File: src/rtl/pic_port_pkg.sv
// ============================================================================
//  Module      : pic_port_pkg
//  Description : Shared defaults and read-mode encodings for the PIC port path
//  Revision    : 1.0 - initial release
// ============================================================================
`default_nettype none

package pic_port_pkg;

    localparam int               DEFAULT_WIDTH    = 8;
    localparam logic [7:0]       DEFAULT_IOC_MASK = 8'hF0;

    // Read value returned for bits configured as outputs
    localparam int               READ_ZERO        = 0;
    localparam int               READ_LATCH       = 1;

endpackage

`default_nettype wire

File: src/rtl/port_sync_chain.sv
// ============================================================================
//  Module      : port_sync_chain
//  Description : WIDTH-bit multi-flop synchroniser, synchronous reset to RESET_VAL
//  Revision    : 1.0 - initial release
// ============================================================================
`default_nettype none

module port_sync_chain #(
    parameter int               WIDTH       = 8,
    parameter int               SYNC_STAGES = 2,     // legal range 2..4
    parameter logic [WIDTH-1:0] RESET_VAL   = '0
) (
    input  logic             clk,
    input  logic             rst,
    input  logic [WIDTH-1:0] async_i,
    output logic [WIDTH-1:0] sync_o
);

    logic [WIDTH-1:0] stage_q [SYNC_STAGES];

    generate
        for (genvar k = 0; k < SYNC_STAGES; k++) begin : g_stage
            if (k == 0) begin : g_first
                always_ff @(posedge clk) begin
                    if (rst) stage_q[k] <= RESET_VAL;
                    else     stage_q[k] <= async_i;
                end
            end else begin : g_rest
                always_ff @(posedge clk) begin
                    if (rst) stage_q[k] <= RESET_VAL;
                    else     stage_q[k] <= stage_q[k-1];
                end
            end
        end
    endgenerate

    assign sync_o = stage_q[SYNC_STAGES-1];

endmodule

`default_nettype wire

File: src/rtl/port_input_sync.sv
// ============================================================================
//  Module      : port_input_sync
//  Description : Synchronised, TRIS-masked port read with interrupt-on-change
//  Revision    : 1.0 - initial release
// ============================================================================
`default_nettype none

module port_input_sync
    import pic_port_pkg::*;
#(
    parameter int               WIDTH         = DEFAULT_WIDTH,
    parameter int               SYNC_STAGES   = 2,
    parameter logic [WIDTH-1:0] IOC_MASK      = WIDTH'(DEFAULT_IOC_MASK),
    parameter int               OUT_READ_MODE = READ_ZERO,
    parameter logic [WIDTH-1:0] RESET_VAL     = '0
) (
    input  logic             clk,
    input  logic             rst,
    input  logic [WIDTH-1:0] tris,
    input  logic [WIDTH-1:0] pin_in,
    input  logic [WIDTH-1:0] pin_out,
    input  logic             rd_strobe,
    input  logic             ioc_en,
    input  logic             ioc_flag_clr,
    output logic [WIDTH-1:0] data_in,
    output logic             ioc_flag,
    output logic             int_req
);

    logic [WIDTH-1:0] sync_val;
    logic [WIDTH-1:0] out_val;
    logic             mismatch;

    logic [WIDTH-1:0] data_d,     data_q;
    logic [WIDTH-1:0] snapshot_d, snapshot_q;
    logic             ioc_flag_d, ioc_flag_q;

    port_sync_chain #(
        .WIDTH       (WIDTH),
        .SYNC_STAGES (SYNC_STAGES),
        .RESET_VAL   (RESET_VAL)
    ) u_sync (
        .clk     (clk),
        .rst     (rst),
        .async_i (pin_in),
        .sync_o  (sync_val)
    );

    always_comb begin
        out_val    = (OUT_READ_MODE == READ_LATCH) ? pin_out : '0;
        data_d     = (tris & sync_val) | (~tris & out_val);
        snapshot_d = rd_strobe ? sync_val : snapshot_q;
        // Compared against the pre-edge snapshot, so a read in the same cycle
        // as a change still lets that change set the flag once.
        mismatch   = |((sync_val ^ snapshot_q) & IOC_MASK & tris);
        ioc_flag_d = ioc_flag_q;
        if (mismatch)          ioc_flag_d = 1'b1;
        else if (ioc_flag_clr) ioc_flag_d = 1'b0;
    end

    always_ff @(posedge clk) begin
        if (rst) begin
            data_q     <= '0;
            snapshot_q <= RESET_VAL;
            ioc_flag_q <= 1'b0;
        end else begin
            data_q     <= data_d;
            snapshot_q <= snapshot_d;
            ioc_flag_q <= ioc_flag_d;
        end
    end

    assign data_in  = data_q;
    assign ioc_flag = ioc_flag_q;
    assign int_req  = ioc_flag_q & ioc_en;

endmodule

`default_nettype wire
File: config.mk
export PLATFORM = sky130hd
export DESIGN_NAME = port_input_sync
export DESIGN_NICKNAME = d
export VERILOG_FILES = /design/src/rtl/pic_port_pkg.sv /design/src/rtl/port_sync_chain.sv /design/src/rtl/port_input_sync.sv
export SDC_FILE = /design/constraint.sdc
export NUM_CORES = 1
export LEC_CHECK = 0
export BUFFER_PORTS_ARGS = -buffer_cell sky130_fd_sc_hd__buf_2
export CORE_MARGIN = 2
export CORE_UTILIZATION = 30
export DETAILED_ROUTE_END_ITERATION = 10
export GPL_TIMING_DRIVEN = 0
export MAX_ROUTING_LAYER = met4
export PLACE_DENSITY = 0.61
export SYNTH_ARGS = -nofsm -noshare
export SYNTH_HDL_FRONTEND = slang
export SYNTH_SLANG_ARGS = --single-unit
File: constraint.sdc
create_clock -name clk -period 2.98 [get_ports clk]
set_input_delay 0.149 -clock clk [delete_from_list [all_inputs] [get_ports clk]]
set_output_delay 0.149 -clock clk [all_outputs]
set_load 0.03 [all_outputs]
# Word-level counts from Yosys, hierarchy flattened
# Memory sizes are Yosys's and may differ from the RTL's.
# Index checks and enable logic that the tools add are counted.
# totals
reg_bits	17
mem_bits_rw	16
in_bits	29
output_inout_bits	10
wordCells	19
memories	1
# op_classes
muxes	7
n_bitwise	6
n_reduce_logical	2
# memory_table
memory	words	width	read_ports	rd_ports_with_merged_regs	wr	line	source
u_sync.stage_q	2	8	2	0	2	port_sync_chain.sv:19	logic [WIDTH-1:0] stage_q [SYNC_STAGES];
# op_table
operator	n
8-bit AND	2
8-bit two-way mux	2
8-bit OR reduction	1
8-bit bitwise XOR	1
1-bit two-way mux	5
1-bit bitwise OR	2
2-bit nonzero test	1
1-bit AND	1

# Longest topological paths before layout
# An unclocked memory read counts as a cell.
# logic_depth
ltp_word	5
mapped_depth	3
depth_no_buf	3

# By module
# A second synthesis with hierarchy kept.
# hier_totals
hier_cells	81
area_unflattened_um2	915.9
# by_module_without_submodules
mod	instances	cells_each	area_per_inst_um2	seq_area_each_um2
port_sync_chain	1	33	464.2	320.3
port_input_sync	1	48	451.7	260.2

# Worst setup path after synthesis
# OpenSTA, ideal clock, no wires.
# synth_timing
path_type	register to output
startpoint	register ioc_flag_q (netlist: ioc_flag)
endpoint	output int_req
arrival_time_ps	838
required_ps	2831
slack_ps	1993
stages_incl_launch_ff	2
path_buffers	0
path_cell_list	dfxtp_1 > and2_1
# synth_between
elab_chain_len	1
# synth_lines
element	line	source
start, declared	port_input_sync.sv:36	logic ioc_flag_d, ioc_flag_q;
start signal, assigned	port_input_sync.sv:69	ioc_flag_q <= ioc_flag_d;
1-bit AND	port_input_sync.sv:75	assign int_req = ioc_flag_q & ioc_en;
end, declared	port_input_sync.sv:27	output logic int_req
# Every way passes these cells.

# Worst setup path in the final report
# Same ends and word-level chain as after synthesis.

==> impl_metrics.ini <==
[status]
outcome = finished, final reports clean

[route]
ant_nets = 0
dr.first_iter.drc_count = 6
drc = 0
wl_per_cell_um = 9.23
drtPass1Iterations = 4
routed-via-count = 613
viasPerCell = 4.11
finalWirelength_um = 1380

[layout]
fillers = 281
seqCellArea_um2 = 581
multi_input_area_um2 = 283
diodes = 0
syn2layout_area_growth_pct = 30.0
drive_above_1_share_pct = 31.4
final_cell_mix = buf_2, dfxtp_1, nor2b_1
nets = 146

[grt]
grt_pass1_vias = 553
antenna_found_initial = 0
grtUsageTotal_pct = 9.59
grt_pass1_wl_um = 2170
grt_max_degree = 11
grt.overflow.total = 0

[timing]
hold_violations = 0
slew_headroom_pct = 72.0
timing.fmax_ghz = 0.903
rsz0062_at_grt = false
finalSetupViolCount = 0
fin_crit_sh_pct = 37.2
min_period_ns = 1.11
skew_ns = 0.00496
fin_setup_tns_ns = 0
final_max_slew_viol_count = 0
worst_pin_slew_ns = 0.419

[logic_synthesis]
avgSynthCellArea_um2 = 10.7
yosys.area.top_type = dfxtp_1
ys_types = 12
netlist.area_leader.share_pct = 65.9
postSynthCellCount = 82
synth_warnings = 0
synth_fp_nets = 111
ys_top_cells_by_area = dfxtp_1, nor2b_1, nor2_1, mux2i_1, xor2_1
ys_seq_area_share_pct = 65.9
ys_ff_latch = 29
syn_area_um2 = 881

[pwr]
combPwrFrac_pct = 6.3
total_power_uw = 784
cellInternalPower_uw = 626
power_density_nw_per_um2 = 685
p_sw_share_pct = 20.2
peakVddDrop_uv = 385
p_sw_uw = 159
p_clk_share_pct = 41.9
p_leak_uw = 0.000550
seq_power_share_pct = 51.9

[floorplanning]
dieWidth_um = 58.2
io_pins = 39
dieArea_um2 = 3390
core_region_area_um2 = 2780
rows = 19
start_util_pct = 31.7
die_y_um = 58.2

[cts]
cts.sink_count = 29
ctsResizeCount = 0
clock_latency_ns = 0.32
cts_tree = built
post_cts_buffers = 0
cts_made_buffers = 5
htree_levels = 2
clockRootBuffer = clkbuf_4
holdBufCountCts = 0
cts.path.max_buffers = 2
path_clk_slew_ns = 0.08

[job]
cap_violations = 0

[worst_setup_path]
rrSetupSlack_ns = 1.91
required_ns = 2.83
crit_path_end_kind = primary output
path_class = flop to primary output
crit_arrival_ns = 0.96
crit_fanout = 3
start_kind = flop

[hold_path]
min_path_type = input port to flop

[placed_design]
port_buffers = 28
gp_congestion = 0.789
post-dp-hpwl_um = 1050
## registers in the layout, summed over array words and instances (netlist names)
name            count
ioc_flag            1
snapshot_q          4
u_sync.stage_q     16
data_in             8
## synth_stat cells (all sizes together)
cell type	count
and2	1
a21oi	2
a222oi	1
mux2i	4
clkbuf	3
dfxtp	29
nor2	12
nand2	8
buf	1
nor2b	17
xor2	4
## final timing paths
path	end	startpoint	cells past startpoint
max	int_req	ioc_flag	2
min	u_sync.stage_q[0][5]	pin_in[5]	2
max reg2reg	ioc_flag	snapshot_q[7]	3
min reg2reg	data_in[3]	u_sync.stage_q[1][3]	2
## worst max-delay path, stage by stage (launching register included)
cell and delay [ns]:
dfxtp_1 0.34, and2_1 0.11, buf_2 0.18
## through the flow
step,hold slack (ns),std cells,setup slack (ns),utilization [%],cell area [um^2]
2_1_floorplan,0.269,82,1.99,-,881
3_3_place_gp,0.357,141,1.92,38.1,1060
3_5_place_dp,0.361,141,1.92,38.1,1060
4_1_cts,0.0183,149,1.86,41.2,1140
5_1_grt,0.0234,149,1.80,41.2,1140
6_report,0.0287,149,1.87,41.2,1140
## metal layers
metal | share of wire, % | wire length, um | global-route usage (%)
met4 | 2.6 | 36 | 5.98
met1 | 39 | 540 | 8.47
met3 | 10 | 143 | 7.37
met2 | 48 | 656 | 14.3
met5 | 0 | 0 | -
## power groups by stage
stage | sequential [uW] | combinational [uW] | clock (uW)
after floorplan | 421 | 24.0 | 0
after global placement | 416 | 49.0 | 0
after detailed placement | 416 | 49.8 | 0
after CTS | 407 | 50.0 | 336
after global routing | 409 | 53.9 | 350
final | 407 | 49.1 | 329
## cell families after synthesis
kind of cell,Yosys count,synth area share (%)
AOI/OAI and AO/OA,3,2.27
DFF,29,65.9
muxes,4,4.55
buffers and inverters,4,1.99
xor gates and xnor gates,4,3.98
and+or+nand+nor,38,21.3
## area by class of cell
type,instances,area share (%)
timing repair buffer,28,12.2
buffer,4,1.53
clock buffer,7,4.81
sequential,29,50.7
multi-input combinational,49,24.7
tap,31,3.39
clock inverter,1,2.62
No activity file was read; power rests on OpenSTA's default activity.
